### config.mk
export PLATFORM = sky130hd
export DESIGN_NAME = alu_cmd_queue_flat
export DESIGN_NICKNAME = d
export VERILOG_FILES = /design/src/rtl/alu_pkg.sv /design/src/rtl/alu_cmd_queue_if.sv /design/src/rtl/alu_cmd_fifo.sv /design/src/rtl/alu_cmd_queue.sv /design/src/flat_wrapper.sv
export SDC_FILE = /design/constraint.sdc
export NUM_CORES = 1
export LEC_CHECK = 0
export CAP_MARGIN = 40
export CORE_MARGIN = 3
export CORE_UTILIZATION = 30
export DETAILED_ROUTE_END_ITERATION = 10
export MAX_ROUTING_LAYER = met4
export SYNTH_ARGS = -nofsm -noshare
export SYNTH_HDL_FRONTEND = slang
export SYNTH_HIERARCHICAL = 1
export SYNTH_SLANG_ARGS = --single-unit
### constraint.sdc
create_clock -name clk -period 4.6 [get_ports clk]
set_input_delay 0.92 -clock clk [delete_from_list [all_inputs] [get_ports clk]]
set_output_delay 0.92 -clock clk [all_outputs]
set_load 0.05 [all_outputs]
### src/rtl/alu_pkg.sv
// Shared definitions for the ALU command path: operand width, sel encoding
// and the packed command carried through the queue.
package alu_pkg;

  localparam int DW = 4;

  localparam logic [1:0] SEL_ADD = 2'b00;
  localparam logic [1:0] SEL_SUB = 2'b01;
  localparam logic [1:0] SEL_AND = 2'b10;
  localparam logic [1:0] SEL_OR  = 2'b11;

  typedef struct packed {
    logic [DW-1:0] a;
    logic [DW-1:0] b;
    logic [1:0]    sel;
  } alu_cmd_t;

endpackage

### src/rtl/alu_cmd_queue_if.sv
// Bundle of the command, ALU and result signals around alu_cmd_queue.
// Handshake: a transfer happens on a rising edge where valid && ready; the
// sender holds its payload stable while valid is high and ready is low.
interface alu_cmd_queue_if #(
  parameter int DEPTH = 4
);
  import alu_pkg::*;

  localparam int LW = $clog2(DEPTH + 1);

  logic          flush;
  logic          in_valid;
  logic          in_ready;
  logic [DW-1:0] in_a;
  logic [DW-1:0] in_b;
  logic [1:0]    in_sel;
  logic [DW-1:0] alu_a;
  logic [DW-1:0] alu_b;
  logic [1:0]    alu_sel;
  logic [DW-1:0] alu_y;
  logic          out_valid;
  logic          out_ready;
  logic [DW-1:0] out_y;
  logic [1:0]    out_sel;
  logic [LW-1:0] level;

  // Environment side: command source, ALU and result sink.
  modport master (
    output flush, in_valid, in_a, in_b, in_sel, alu_y, out_ready,
    input  in_ready, alu_a, alu_b, alu_sel, out_valid, out_y, out_sel, level
  );

  // Queue side.
  modport slave (
    input  flush, in_valid, in_a, in_b, in_sel, alu_y, out_ready,
    output in_ready, alu_a, alu_b, alu_sel, out_valid, out_y, out_sel, level
  );

endinterface

### src/rtl/alu_cmd_fifo.sv
// Synchronous command FIFO with push/pop/flush and an occupancy count.
// Push is refused when full and pop is ignored when empty.
module alu_cmd_fifo
  import alu_pkg::*;
#(
  parameter int DEPTH = 4,
  localparam int AW = $clog2(DEPTH),
  localparam int CW = $clog2(DEPTH + 1)
) (
  input  logic          clk,
  input  logic          rst,
  input  logic          flush,
  input  logic          push,
  input  logic          pop,
  input  alu_cmd_t      din,
  output alu_cmd_t      head,
  output logic [CW-1:0] count,
  output logic          full,
  output logic          empty
);

  alu_cmd_t      mem_q [DEPTH];
  alu_cmd_t      mem_d [DEPTH];
  logic [AW-1:0] wr_ptr_q, wr_ptr_d;
  logic [AW-1:0] rd_ptr_q, rd_ptr_d;
  logic [CW-1:0] count_q, count_d;
  logic          do_push;
  logic          do_pop;

  assign full  = (count_q == CW'(DEPTH));
  assign empty = (count_q == '0);
  assign count = count_q;
  assign head  = mem_q[rd_ptr_q];

  always_comb begin
    mem_d    = mem_q;
    wr_ptr_d = wr_ptr_q;
    rd_ptr_d = rd_ptr_q;
    count_d  = count_q;
    do_push  = push && !full;
    do_pop   = pop && !empty;
    if (flush) begin
      wr_ptr_d = '0;
      rd_ptr_d = '0;
      count_d  = '0;
    end else begin
      if (do_push) begin
        mem_d[wr_ptr_q] = din;
        wr_ptr_d        = wr_ptr_q + 1'b1;
      end
      if (do_pop) begin
        rd_ptr_d = rd_ptr_q + 1'b1;
      end
      case ({do_push, do_pop})
        2'b10:   count_d = count_q + 1'b1;
        2'b01:   count_d = count_q - 1'b1;
        default: count_d = count_q;
      endcase
    end
  end

  // Storage needs no reset: it is only observed through a non-zero count.
  always_ff @(posedge clk) begin
    mem_q <= mem_d;
  end

  always_ff @(posedge clk) begin
    if (rst) begin
      wr_ptr_q <= '0;
      rd_ptr_q <= '0;
      count_q  <= '0;
    end else begin
      wr_ptr_q <= wr_ptr_d;
      rd_ptr_q <= rd_ptr_d;
      count_q  <= count_d;
    end
  end

endmodule

### src/rtl/alu_cmd_queue.sv
// Issue stage for the 4-bit ALU: buffers commands, drives the FIFO head onto
// the ALU and registers its result for a downstream valid/ready consumer.
module alu_cmd_queue
  import alu_pkg::*;
#(
  parameter int DEPTH = 4
) (
  input logic                  clk,
  input logic                  rst,
  alu_cmd_queue_if.slave       bus
);

  localparam int CW = $clog2(DEPTH + 1);

  alu_cmd_t      cmd_in;
  alu_cmd_t      head;
  logic [CW-1:0] fifo_count;
  logic          fifo_full;
  logic          fifo_empty;
  logic          push;
  logic          load;

  logic          out_valid_q, out_valid_d;
  logic [DW-1:0] out_y_q, out_y_d;
  logic [1:0]    out_sel_q, out_sel_d;

  always_comb begin
    cmd_in.a   = bus.in_a;
    cmd_in.b   = bus.in_b;
    cmd_in.sel = bus.in_sel;
  end

  // A full FIFO refuses the push even when a pop happens in the same cycle.
  assign bus.in_ready = !fifo_full;
  assign push         = bus.in_valid && !fifo_full;
  assign load         = !fifo_empty && (!out_valid_q || bus.out_ready);

  alu_cmd_fifo #(
    .DEPTH (DEPTH)
  ) u_fifo (
    .clk   (clk),
    .rst   (rst),
    .flush (bus.flush),
    .push  (push),
    .pop   (load),
    .din   (cmd_in),
    .head  (head),
    .count (fifo_count),
    .full  (fifo_full),
    .empty (fifo_empty)
  );

  assign bus.alu_a   = fifo_empty ? '0 : head.a;
  assign bus.alu_b   = fifo_empty ? '0 : head.b;
  assign bus.alu_sel = fifo_empty ? '0 : head.sel;

  always_comb begin
    out_valid_d = out_valid_q;
    out_y_d     = out_y_q;
    out_sel_d   = out_sel_q;
    if (bus.flush) begin
      out_valid_d = 1'b0;
      out_y_d     = '0;
      out_sel_d   = '0;
    end else if (load) begin
      out_valid_d = 1'b1;
      out_y_d     = bus.alu_y;
      out_sel_d   = head.sel;
    end else if (out_valid_q && bus.out_ready) begin
      out_valid_d = 1'b0;
    end
  end

  always_ff @(posedge clk) begin
    if (rst) begin
      out_valid_q <= 1'b0;
      out_y_q     <= '0;
      out_sel_q   <= '0;
    end else begin
      out_valid_q <= out_valid_d;
      out_y_q     <= out_y_d;
      out_sel_q   <= out_sel_d;
    end
  end

  assign bus.out_valid = out_valid_q;
  assign bus.out_y     = out_y_q;
  assign bus.out_sel   = out_sel_q;
  assign bus.level     = fifo_count;

endmodule

### src/flat_wrapper.sv
// flat-port wrapper written by rule: the top's interface ports become plain ports
module alu_cmd_queue_flat import alu_pkg::*;
#(
  parameter int DEPTH = 4
)
  (clk, rst, bus_flush, bus_in_valid, bus_in_a, bus_in_b, bus_in_sel, bus_alu_y, bus_out_ready, bus_in_ready, bus_alu_a, bus_alu_b, bus_alu_sel, bus_out_valid, bus_out_y, bus_out_sel, bus_level);
  alu_cmd_queue_if #(.DEPTH(DEPTH)) bus_i ();
  input logic clk;
  input logic rst;
  input wire logic [$bits(bus_i.flush)-1:0] bus_flush;
  input wire logic [$bits(bus_i.in_valid)-1:0] bus_in_valid;
  input wire logic [$bits(bus_i.in_a)-1:0] bus_in_a;
  input wire logic [$bits(bus_i.in_b)-1:0] bus_in_b;
  input wire logic [$bits(bus_i.in_sel)-1:0] bus_in_sel;
  input wire logic [$bits(bus_i.alu_y)-1:0] bus_alu_y;
  input wire logic [$bits(bus_i.out_ready)-1:0] bus_out_ready;
  output wire logic [$bits(bus_i.in_ready)-1:0] bus_in_ready;
  output wire logic [$bits(bus_i.alu_a)-1:0] bus_alu_a;
  output wire logic [$bits(bus_i.alu_b)-1:0] bus_alu_b;
  output wire logic [$bits(bus_i.alu_sel)-1:0] bus_alu_sel;
  output wire logic [$bits(bus_i.out_valid)-1:0] bus_out_valid;
  output wire logic [$bits(bus_i.out_y)-1:0] bus_out_y;
  output wire logic [$bits(bus_i.out_sel)-1:0] bus_out_sel;
  output wire logic [$bits(bus_i.level)-1:0] bus_level;
  assign bus_i.flush = bus_flush;
  assign bus_i.in_valid = bus_in_valid;
  assign bus_i.in_a = bus_in_a;
  assign bus_i.in_b = bus_in_b;
  assign bus_i.in_sel = bus_in_sel;
  assign bus_i.alu_y = bus_alu_y;
  assign bus_i.out_ready = bus_out_ready;
  assign bus_in_ready = bus_i.in_ready;
  assign bus_alu_a = bus_i.alu_a;
  assign bus_alu_b = bus_i.alu_b;
  assign bus_alu_sel = bus_i.alu_sel;
  assign bus_out_valid = bus_i.out_valid;
  assign bus_out_y = bus_i.out_y;
  assign bus_out_sel = bus_i.out_sel;
  assign bus_level = bus_i.level;
  alu_cmd_queue #(.DEPTH(DEPTH)) u_core (.clk(clk), .rst(rst), .bus(bus_i));
endmodule
==> metrics.txt, run 1 <==
# TYPE chip_impl_metric gauge
chip_impl_metric{name="post_cts_buffers",unit=""} 0
chip_impl_metric{name="pin_count_of_the_biggest_net_entering_global_routing",unit=""} 20
chip_impl_metric{name="setup_viol",unit=""} 0
chip_impl_metric{name="die-height",unit="microns"} 94.0
chip_impl_info{name="synth.most_common_cell",value="edfxtp_1"} 1
chip_impl_metric{name="post_synth.cell_area_avg",unit="sq um"} 16.1
chip_impl_metric{name="synth-edff-count",unit=""} 40
chip_impl_metric{name="post-route-min-period",unit="ns"} 3.53
chip_impl_metric{name="share_of_the_cycle_needed_by_the_critical_path_after_routing",unit="%"} 76.7
chip_impl_metric{name="mappedNetlistArea",unit="sq um"} 2320
chip_impl_metric{name="worst-r2r-setup-slack",unit="ns"} 1.96
chip_impl_metric{name="arrival",unit="ns"} 2.61
chip_impl_info{name="type_of_destination_of_the_critical_path",value="primary output"} 1
chip_impl_metric{name="leakage",unit="nW"} 1.04
chip_impl_info{name="crit_type",value="register to primary output"} 1
chip_impl_metric{name="cts.htree.levels",unit=""} 2
chip_impl_metric{name="hold-path-cell-count",unit=""} 2
chip_impl_metric{name="routability_congestion_estimate_from_global_placement",unit=""} 0.645
chip_impl_info{name="hold_crit_endpoint",value="u_core/u_fifo/wr_ptr_q[1]$_SDFFE_PP0P_"} 1
chip_impl_metric{name="grt_antenna_before_repair",unit=""} 0
chip_impl_info{name="cell_type_with_the_highest_aggregate_area_in_the_netlist",value="edfxtp_1"} 1
chip_impl_metric{name="post_synth_num_cell_types",unit=""} 32
chip_impl_metric{name="placed_instances",unit=""} 280
chip_impl_metric{name="finish.instance_area",unit="sq um"} 2920
chip_impl_metric{name="dr_total_vias",unit=""} 1299
chip_impl_metric{name="global_route_usage_sum",unit="%"} 9.78
chip_impl_metric{name="finalHoldWorstSlack",unit="ns"} 0.536
chip_impl_metric{name="synth-seq-cells",unit=""} 54
chip_impl_metric{name="postSynth.asyncResetShare",unit="%"} 0
chip_impl_metric{name="clk_sink_count",unit=""} 54
chip_impl_metric{name="clock_skew",unit="ns"} 0.00755
chip_impl_info{name="outcome",value="completed"} 1
chip_impl_metric{name="dieWidth",unit="microns"} 94.0
chip_impl_metric{name="portBuffers",unit=""} 39
chip_impl_info{name="netlist_top_cells_area",value="edfxtp_1, dfxtp_1, mux4_1"} 1
chip_impl_metric{name="setup_tns_final",unit="ns"} 0
chip_impl_metric{name="relSlewSlack",unit="%"} 52.0
chip_impl_metric{name="grt_overflow",unit=""} 0
chip_impl_metric{name="max_slew.worst_pin.slew",unit="ns"} 0.716
chip_impl_metric{name="clock_tree.buffer_depth",unit=""} 2
chip_impl_metric{name="routed_wirelength",unit="mm"} 3.96
chip_impl_metric{name="maxClockFrequency",unit="MHz"} 283
chip_impl_info{name="worstReg2RegEnd",value="u_core/u_fifo/count[2]$_SDFFE_PP0P_"} 1
chip_impl_metric{name="register_area_share_after_synthesis",unit="%"} 63.8
chip_impl_metric{name="worst_skew_pair.late_latency",unit="ns"} 0.31
chip_impl_info{name="ys_top_cells_by_count",value="edfxtp_1, dfxtp_1, nor2b_1"} 1
chip_impl_metric{name="grt_pass1_wl",unit="mm"} 6.37
chip_impl_metric{name="largest_voltage_drop_on_the_vdd_net",unit="mV"} 0.137
chip_impl_metric{name="cts.reportedPaths.clkPinSlew",unit="ns"} 0.10
chip_impl_metric{name="drt-wirelength-per-cell",unit="microns"} 13.8
chip_impl_metric{name="synthesis.instances",unit=""} 144
chip_impl_metric{name="final_util",unit="%"} 39.7
chip_impl_metric{name="post-synth-top-area-fraction",unit="%"} 51.8
chip_impl_metric{name="drtAntennaViolNets",unit=""} 0
chip_impl_info{name="crit_start",value="u_core/u_fifo/rd_ptr_q[0]$_SDFFE_PP0P_"} 1
chip_impl_metric{name="hpwl",unit="mm"} 2.73
chip_impl_metric{name="number_of_buffers_inserted_during_clock_tree_synthesis",unit=""} 5
chip_impl_metric{name="core_area",unit="sq um"} 7370
chip_impl_metric{name="max_slew_violation_count",unit=""} 0
chip_impl_info{name="tritoncts",value="built"} 1
chip_impl_metric{name="grt.met2_usage",unit="%"} 16.0
chip_impl_metric{name="first_global_vias",unit=""} 1251
chip_impl_metric{name="cts_hold_repair.buffers",unit=""} 0
chip_impl_info{name="cts_root_buf",value="clkbuf_8"} 1
chip_impl_metric{name="timing.reg2reg.worst_path_depth",unit=""} 11
chip_impl_metric{name="n_fill_cell",unit=""} 694
chip_impl_metric{name="timing.max_cap.violations",unit=""} 0
chip_impl_metric{name="fp-row-count",unit=""} 31
chip_impl_metric{name="design.die.area",unit="sq um"} 8830
chip_impl_metric{name="finalHoldViolCount",unit=""} 0
chip_impl_metric{name="post_drt_via_cell_ratio",unit=""} 4.51
chip_impl_metric{name="nets",unit=""} 213
chip_impl_info{name="startpoint_type_of_the_worst_setup_path",value="register"} 1
chip_impl_metric{name="post_route_cells_drive_above_1_share",unit="%"} 11.1
chip_impl_info{name="regToRegStartpoint",value="u_core/u_fifo/count[2]$_SDFFE_PP0P_"} 1
chip_impl_metric{name="detailed_place.area",unit="sq um"} 2830
chip_impl_metric{name="power-per-cell-area",unit="nW/um^2"} 308
chip_impl_metric{name="flow.area_growth_from_synthesis",unit="%"} 26.0
chip_impl_info{name="ys_dominant_reg_cell",value="edfxtp_1"} 1
chip_impl_info{name="busiest_layer",value="met2"} 1
chip_impl_metric{name="yosysWarnings",unit=""} 6
chip_impl_metric{name="cts_resized",unit=""} 0
chip_impl_metric{name="mappedNetlistNets",unit=""} 169
chip_impl_info{name="rsz0062_at_grt",value="no"} 1
chip_impl_metric{name="initial_standard_cell_utilization_of_the_core",unit="%"} 31.5
chip_impl_metric{name="pin_count",unit=""} 40
chip_impl_metric{name="grt_util_met3",unit="%"} 2.40
chip_impl_info{name="worstHoldPathType",value="register to register"} 1
chip_impl_metric{name="num_antenna_cells",unit=""} 0
chip_impl_metric{name="drt-pass1-iter-count",unit=""} 4
chip_impl_metric{name="use_met1",unit="%"} 11.9
chip_impl_metric{name="post_layout_nonfiller_instances",unit=""} 288
chip_impl_metric{name="crit_path_max_fanout",unit=""} 12
chip_impl_info{name="hold_start",value="u_core/u_fifo/wr_ptr_q[1]$_SDFFE_PP0P_"} 1
chip_impl_metric{name="number_of_drc_markers_after_the_initial_detailed_route_iteration",unit=""} 89
chip_impl_metric{name="critPathRequiredTime",unit="ns"} 3.68
chip_impl_metric{name="post-route-drc-count",unit=""} 0
-- metal layers --
layer  vias to the layer above  part of all wire [%]  wire [microns]
met5                         -                     0               0
met4                         0                   1.2              46
met3                         4                   5.0             198
met2                        37                    51            2020
met1                       621                    43            1700
li1                        637                     -               -
-- cell type report --
class	count	area, sq um	area share (%)
Clock inverter	3	28.8	0.984
Timing Repair Buffer	44	428	14.6
Tap cell	99	124	4.24
Clock buffer	5	68.8	2.35
Sequential cell	54	1480	50.7
Multi-Input combinational cell	73	754	25.8
Inverter	10	38.8	1.33
-- sequential cells by signal, summed over array words and instances (netlist names) --
register / count
u_core/u_fifo/rd_ptr_q: 2
u_core/bus.out_y: 4
u_core/u_fifo/wr_ptr_q: 2
u_core/bus.out_valid: 1
u_core/bus.out_sel: 2
u_core/u_fifo/count: 3
u_core/u_fifo/mem_q: 40
-- power breakdown --
part           total [mW]  internal (mW)  switching, mW
clock               0.275          0.113          0.162
sequential          0.535          0.531        0.00394
combinational      0.0908         0.0384         0.0524
-- cells by family (layout without fill, tap and decap cells) --
group | count (synthesis) | in the layout | share of synthesized area (%)
compound gates | 23 | 23 | 7.44
xor+xnor | 3 | 3 | 1.13
fa+ha+maj | 6 | 6 | 3.56
buf+inv | 17 | 62 | 3.88
flops | 54 | 54 | 63.8
mux | 10 | 10 | 11.3
simple gates | 31 | 31 | 8.84
-- through the flow --
stage / power (mW) / setup slack (ns)
2_1_floorplan: 0.598 / 1.79
3_3_place_gp: 0.637 / 1.37
6_report: 0.901 / 1.07
5_1_grt: 0.938 / 0.931
3_5_place_dp: 0.638 / 1.34
4_1_cts: 0.914 / 0.980
-- how the worst max path moves through the flow --
stage | to | slack, ns | depth (start not counted)
after floorplan | bus_alu_a[0] | 1.79 | 4
after global placement | bus_alu_b[2] | 1.37 | 3
after detailed placement | bus_alu_b[2] | 1.34 | 3
after CTS | bus_alu_b[2] | 0.98 | 3
after global routing | bus_alu_sel[0] | 0.93 | 3
final | bus_alu_b[0] | 1.07 | 3
-- cell usage in the layout, fill, tap and decap left out --
cell	count
a21oi_1	5
a31o_1	6
buf_4	5
clkbuf_8	5
clkdlybuf4s50_1	39
clkinv_2	1
clkinv_4	2
dfxtp_1	14
edfxtp_1	40
fa_1	1
ha_1	5
inv_1	9
inv_8	1
mux4_1	10
nand2_1	1
nand2_4	1
nand3_1	2
nor2_1	4
nor2_2	1
nor2_4	1
nor2b_1	11
nor2b_4	1
nor3_2	1
nor3b_1	4
o211a_1	6
o21a_1	1
o21ai_0	2
o21ai_1	2
o31ai_1	1
or2_2	1
or3_1	2
or3b_4	1
xor2_1	3
-- critical path, stage by stage, from the launching register on --
cell,delay (ns)
dfxtp_1,0.78
mux4_1,0.62
nor2b_1,0.15
clkdlybuf4s50_1,0.74
No activity file was read; power rests on OpenSTA's default activity.
==> run 2: changes to the inputs <==
==> constraint.sdc (replaced) <==
create_clock -name clk -period 3.5 [get_ports clk]
set_input_delay 0.7 -clock clk [delete_from_list [all_inputs] [get_ports clk]]
set_output_delay 0.7 -clock clk [all_outputs]
set_load 0.05 [all_outputs]
==> run 2 against run 1 <==
Global-route usage is 0.27 points higher. Clock power grew 30%. Final cell count up 0.35%. Sequential share of layout area decreased by 0.065 points. Largest cell class unchanged. Clock skew is 0.0013 ns lower. Final area up 0.13%. Clock-buffer cell count did not move. Critical path depth increased by 1. Register-to-register slack got worse by 0.96 ns. Sequential power is 31% higher.
==> metrics.txt, run 2 (synthesized netlist as in run 1, its figures left out) <==
# TYPE chip_impl_metric gauge
chip_impl_info{name="max_flop_register",value="u_core/u_fifo/mem_q"} 1
chip_impl_metric{name="timing.max_cap.violations",unit=""} 0
chip_impl_info{name="outcome",value="completed"} 1
chip_impl_metric{name="max_slew_violation_count",unit=""} 0
chip_impl_metric{name="grt_antenna_before_repair",unit=""} 0
chip_impl_metric{name="drtAntennaViolNets",unit=""} 0
chip_impl_metric{name="max_slew.worst_pin.slew",unit="ns"} 0.532
chip_impl_metric{name="cts.reportedPaths.clkPinSlew",unit="ns"} 0.10
chip_impl_metric{name="num_antenna_cells",unit=""} 0
chip_impl_metric{name="leakage",unit="nW"} 1.04
chip_impl_metric{name="clock_tree.buffer_depth",unit=""} 2
chip_impl_metric{name="pin_count_of_the_biggest_net_entering_global_routing",unit=""} 21
chip_impl_info{name="worstHoldPathType",value="register to register"} 1
chip_impl_metric{name="final_util",unit="%"} 39.7
chip_impl_metric{name="post_cts_buffers",unit=""} 0
chip_impl_metric{name="dieWidth",unit="microns"} 94.0
chip_impl_info{name="rsz0062_at_grt",value="no"} 1
chip_impl_metric{name="share_of_the_cycle_needed_by_the_critical_path_after_routing",unit="%"} 88.1
chip_impl_metric{name="detailed_place.area",unit="sq um"} 2830
chip_impl_metric{name="setup_tns_final",unit="ns"} 0
chip_impl_metric{name="power-per-cell-area",unit="nW/um^2"} 403
chip_impl_metric{name="finalHoldWorstSlack",unit="ns"} 0.539
chip_impl_metric{name="dpl_worst_slack",unit="ns"} 0.517
chip_impl_info{name="crit_type",value="register to primary output"} 1
chip_impl_metric{name="initial_standard_cell_utilization_of_the_core",unit="%"} 31.5
chip_impl_metric{name="cts_resized",unit=""} 0
chip_impl_metric{name="arrival",unit="ns"} 2.38
chip_impl_info{name="worstPathCellList",value="buf_4, mux4_1, nor2b_1, clkdlybuf4s50_1"} 1
chip_impl_metric{name="hold-path-cell-count",unit=""} 2
chip_impl_metric{name="maxClockFrequency",unit="MHz"} 324
chip_impl_metric{name="first_global_vias",unit=""} 1284
chip_impl_metric{name="finish.instance_area",unit="sq um"} 2930
chip_impl_metric{name="drt-pass1-iter-count",unit=""} 4
chip_impl_metric{name="post_route_cells_drive_above_1_share",unit="%"} 11.6
chip_impl_metric{name="largest_voltage_drop_on_the_vdd_net",unit="mV"} 0.211
chip_impl_metric{name="post-route-min-period",unit="ns"} 3.08
chip_impl_info{name="commonest_cells_after_routing_fill_and_taps_aside",value="edfxtp_1, clkdlybuf4s50_1, dfxtp_1"} 1
chip_impl_metric{name="cts.htree.levels",unit=""} 2
chip_impl_metric{name="finalHoldViolCount",unit=""} 0
chip_impl_metric{name="clk_sink_count",unit=""} 54
chip_impl_metric{name="nets",unit=""} 214
chip_impl_metric{name="drt-wirelength-per-cell",unit="microns"} 13.9
chip_impl_info{name="tritoncts",value="built"} 1
chip_impl_metric{name="flow.area_growth_from_synthesis",unit="%"} 26.1
chip_impl_metric{name="dr_total_vias",unit=""} 1298
chip_impl_metric{name="number_of_drc_markers_after_the_initial_detailed_route_iteration",unit=""} 75
chip_impl_metric{name="post-route-drc-count",unit=""} 0
chip_impl_metric{name="routability_congestion_estimate_from_global_placement",unit=""} 0.652
chip_impl_metric{name="grt_pass1_wl",unit="mm"} 6.50
chip_impl_metric{name="pin_count",unit=""} 40
chip_impl_metric{name="hpwl",unit="mm"} 2.69
chip_impl_metric{name="design.die.area",unit="sq um"} 8830
chip_impl_info{name="cts_root_buf",value="clkbuf_8"} 1
chip_impl_info{name="layout_commonest_cell",value="edfxtp_1"} 1
chip_impl_metric{name="post_drt_via_cell_ratio",unit=""} 4.49
chip_impl_metric{name="worst-r2r-setup-slack",unit="ns"} 1.00
chip_impl_info{name="type_of_destination_of_the_critical_path",value="primary output"} 1
chip_impl_metric{name="fp-row-count",unit=""} 31
chip_impl_metric{name="die-height",unit="microns"} 94.0
chip_impl_metric{name="portBuffers",unit=""} 39
chip_impl_metric{name="timing.reg2reg.worst_path_depth",unit=""} 10
chip_impl_metric{name="core_area",unit="sq um"} 7370
chip_impl_info{name="cp_slowest_cell",value="clkdlybuf4s50_1"} 1
chip_impl_metric{name="worst_skew_pair.late_latency",unit="ns"} 0.31
chip_impl_metric{name="grt_overflow",unit=""} 0
chip_impl_metric{name="crit_path_max_fanout",unit=""} 11
chip_impl_metric{name="relSlewSlack",unit="%"} 64.5
chip_impl_metric{name="largest_reg_flops",unit=""} 40
chip_impl_info{name="startpoint_type_of_the_worst_setup_path",value="register"} 1
chip_impl_metric{name="global_route_usage_sum",unit="%"} 10.0
chip_impl_metric{name="final.setup.worst_slack",unit="ns"} 0.417
chip_impl_metric{name="cts_hold_repair.buffers",unit=""} 0
chip_impl_metric{name="number_of_buffers_inserted_during_clock_tree_synthesis",unit=""} 5
chip_impl_metric{name="routed_wirelength",unit="mm"} 4.00
chip_impl_metric{name="critPathRequiredTime",unit="ns"} 2.80
chip_impl_metric{name="setup_viol",unit=""} 0
chip_impl_metric{name="clock_skew",unit="ns"} 0.00621
chip_impl_metric{name="cp_slowest_stage_delay",unit="ns"} 0.70
## run 2: cell types whose count changed in the layout (fill, tap and decap cells not counted)
cell / previous run / this run
clkinv_4: 2 / 1
inv_8: 1 / 0
inv_6: 0 / 1
clkinvlp_4: 0 / 1
buf_4: 5 / 6
## run 2: per-layer routing
metal	track usage (%)	wire, microns	up-vias
met5	-	0	-
met4	3.61	46	0
met3	2.72	189	4
met2	16.0	1980	33
met1	12.3	1790	628
li1	-	-	633
## run 2: through the flow
step | power (mW) | instances
final | 1.18 | 289
after CTS | 1.19 | 289
after global routing | 1.23 | 289
after global placement | 0.838 | 281
after detailed placement | 0.839 | 281
after floorplan | 0.786 | 144
## run 2: final timing paths
check,from,end
setup / recovery,u_core/u_fifo/rd_ptr_q[0]$_SDFFE_PP0P_,bus_alu_sel[1]
hold / removal,u_core/u_fifo/wr_ptr_q[0]$_SDFFE_PP0P_,u_core/u_fifo/wr_ptr_q[0]$_SDFFE_PP0P_
setup reg to reg,u_core/u_fifo/count[2]$_SDFFE_PP0P_,u_core/u_fifo/count[2]$_SDFFE_PP0P_
hold reg to reg,u_core/u_fifo/wr_ptr_q[0]$_SDFFE_PP0P_,u_core/u_fifo/wr_ptr_q[0]$_SDFFE_PP0P_
## run 2: report_power, final
group          internal (mW)  switching [mW]  total (mW)  leakage [nW]
clock network          0.145           0.213       0.358        0.0447
registers              0.697         0.00475       0.702         0.477
logic                 0.0505          0.0697       0.120         0.521
## run 2: cell type report
class / count / area, sq um
Fill cell: 701 / 4440
Sequential cell: 54 / 1480
Multi-Input combinational cell: 73 / 754
Timing Repair Buffer: 45 / 435
Tap cell: 99 / 124
Clock buffer: 5 / 68.8
Inverter: 10 / 38.8
Clock inverter: 3 / 25.0
## run 2: worst max-delay path: cells and delay by family, from the launching register on
kind	cells	cell delay [ns]
buffers and inverters	2	0.94
muxes	1	0.59
DFF	1	0.38
and+or+nand+nor	1	0.15
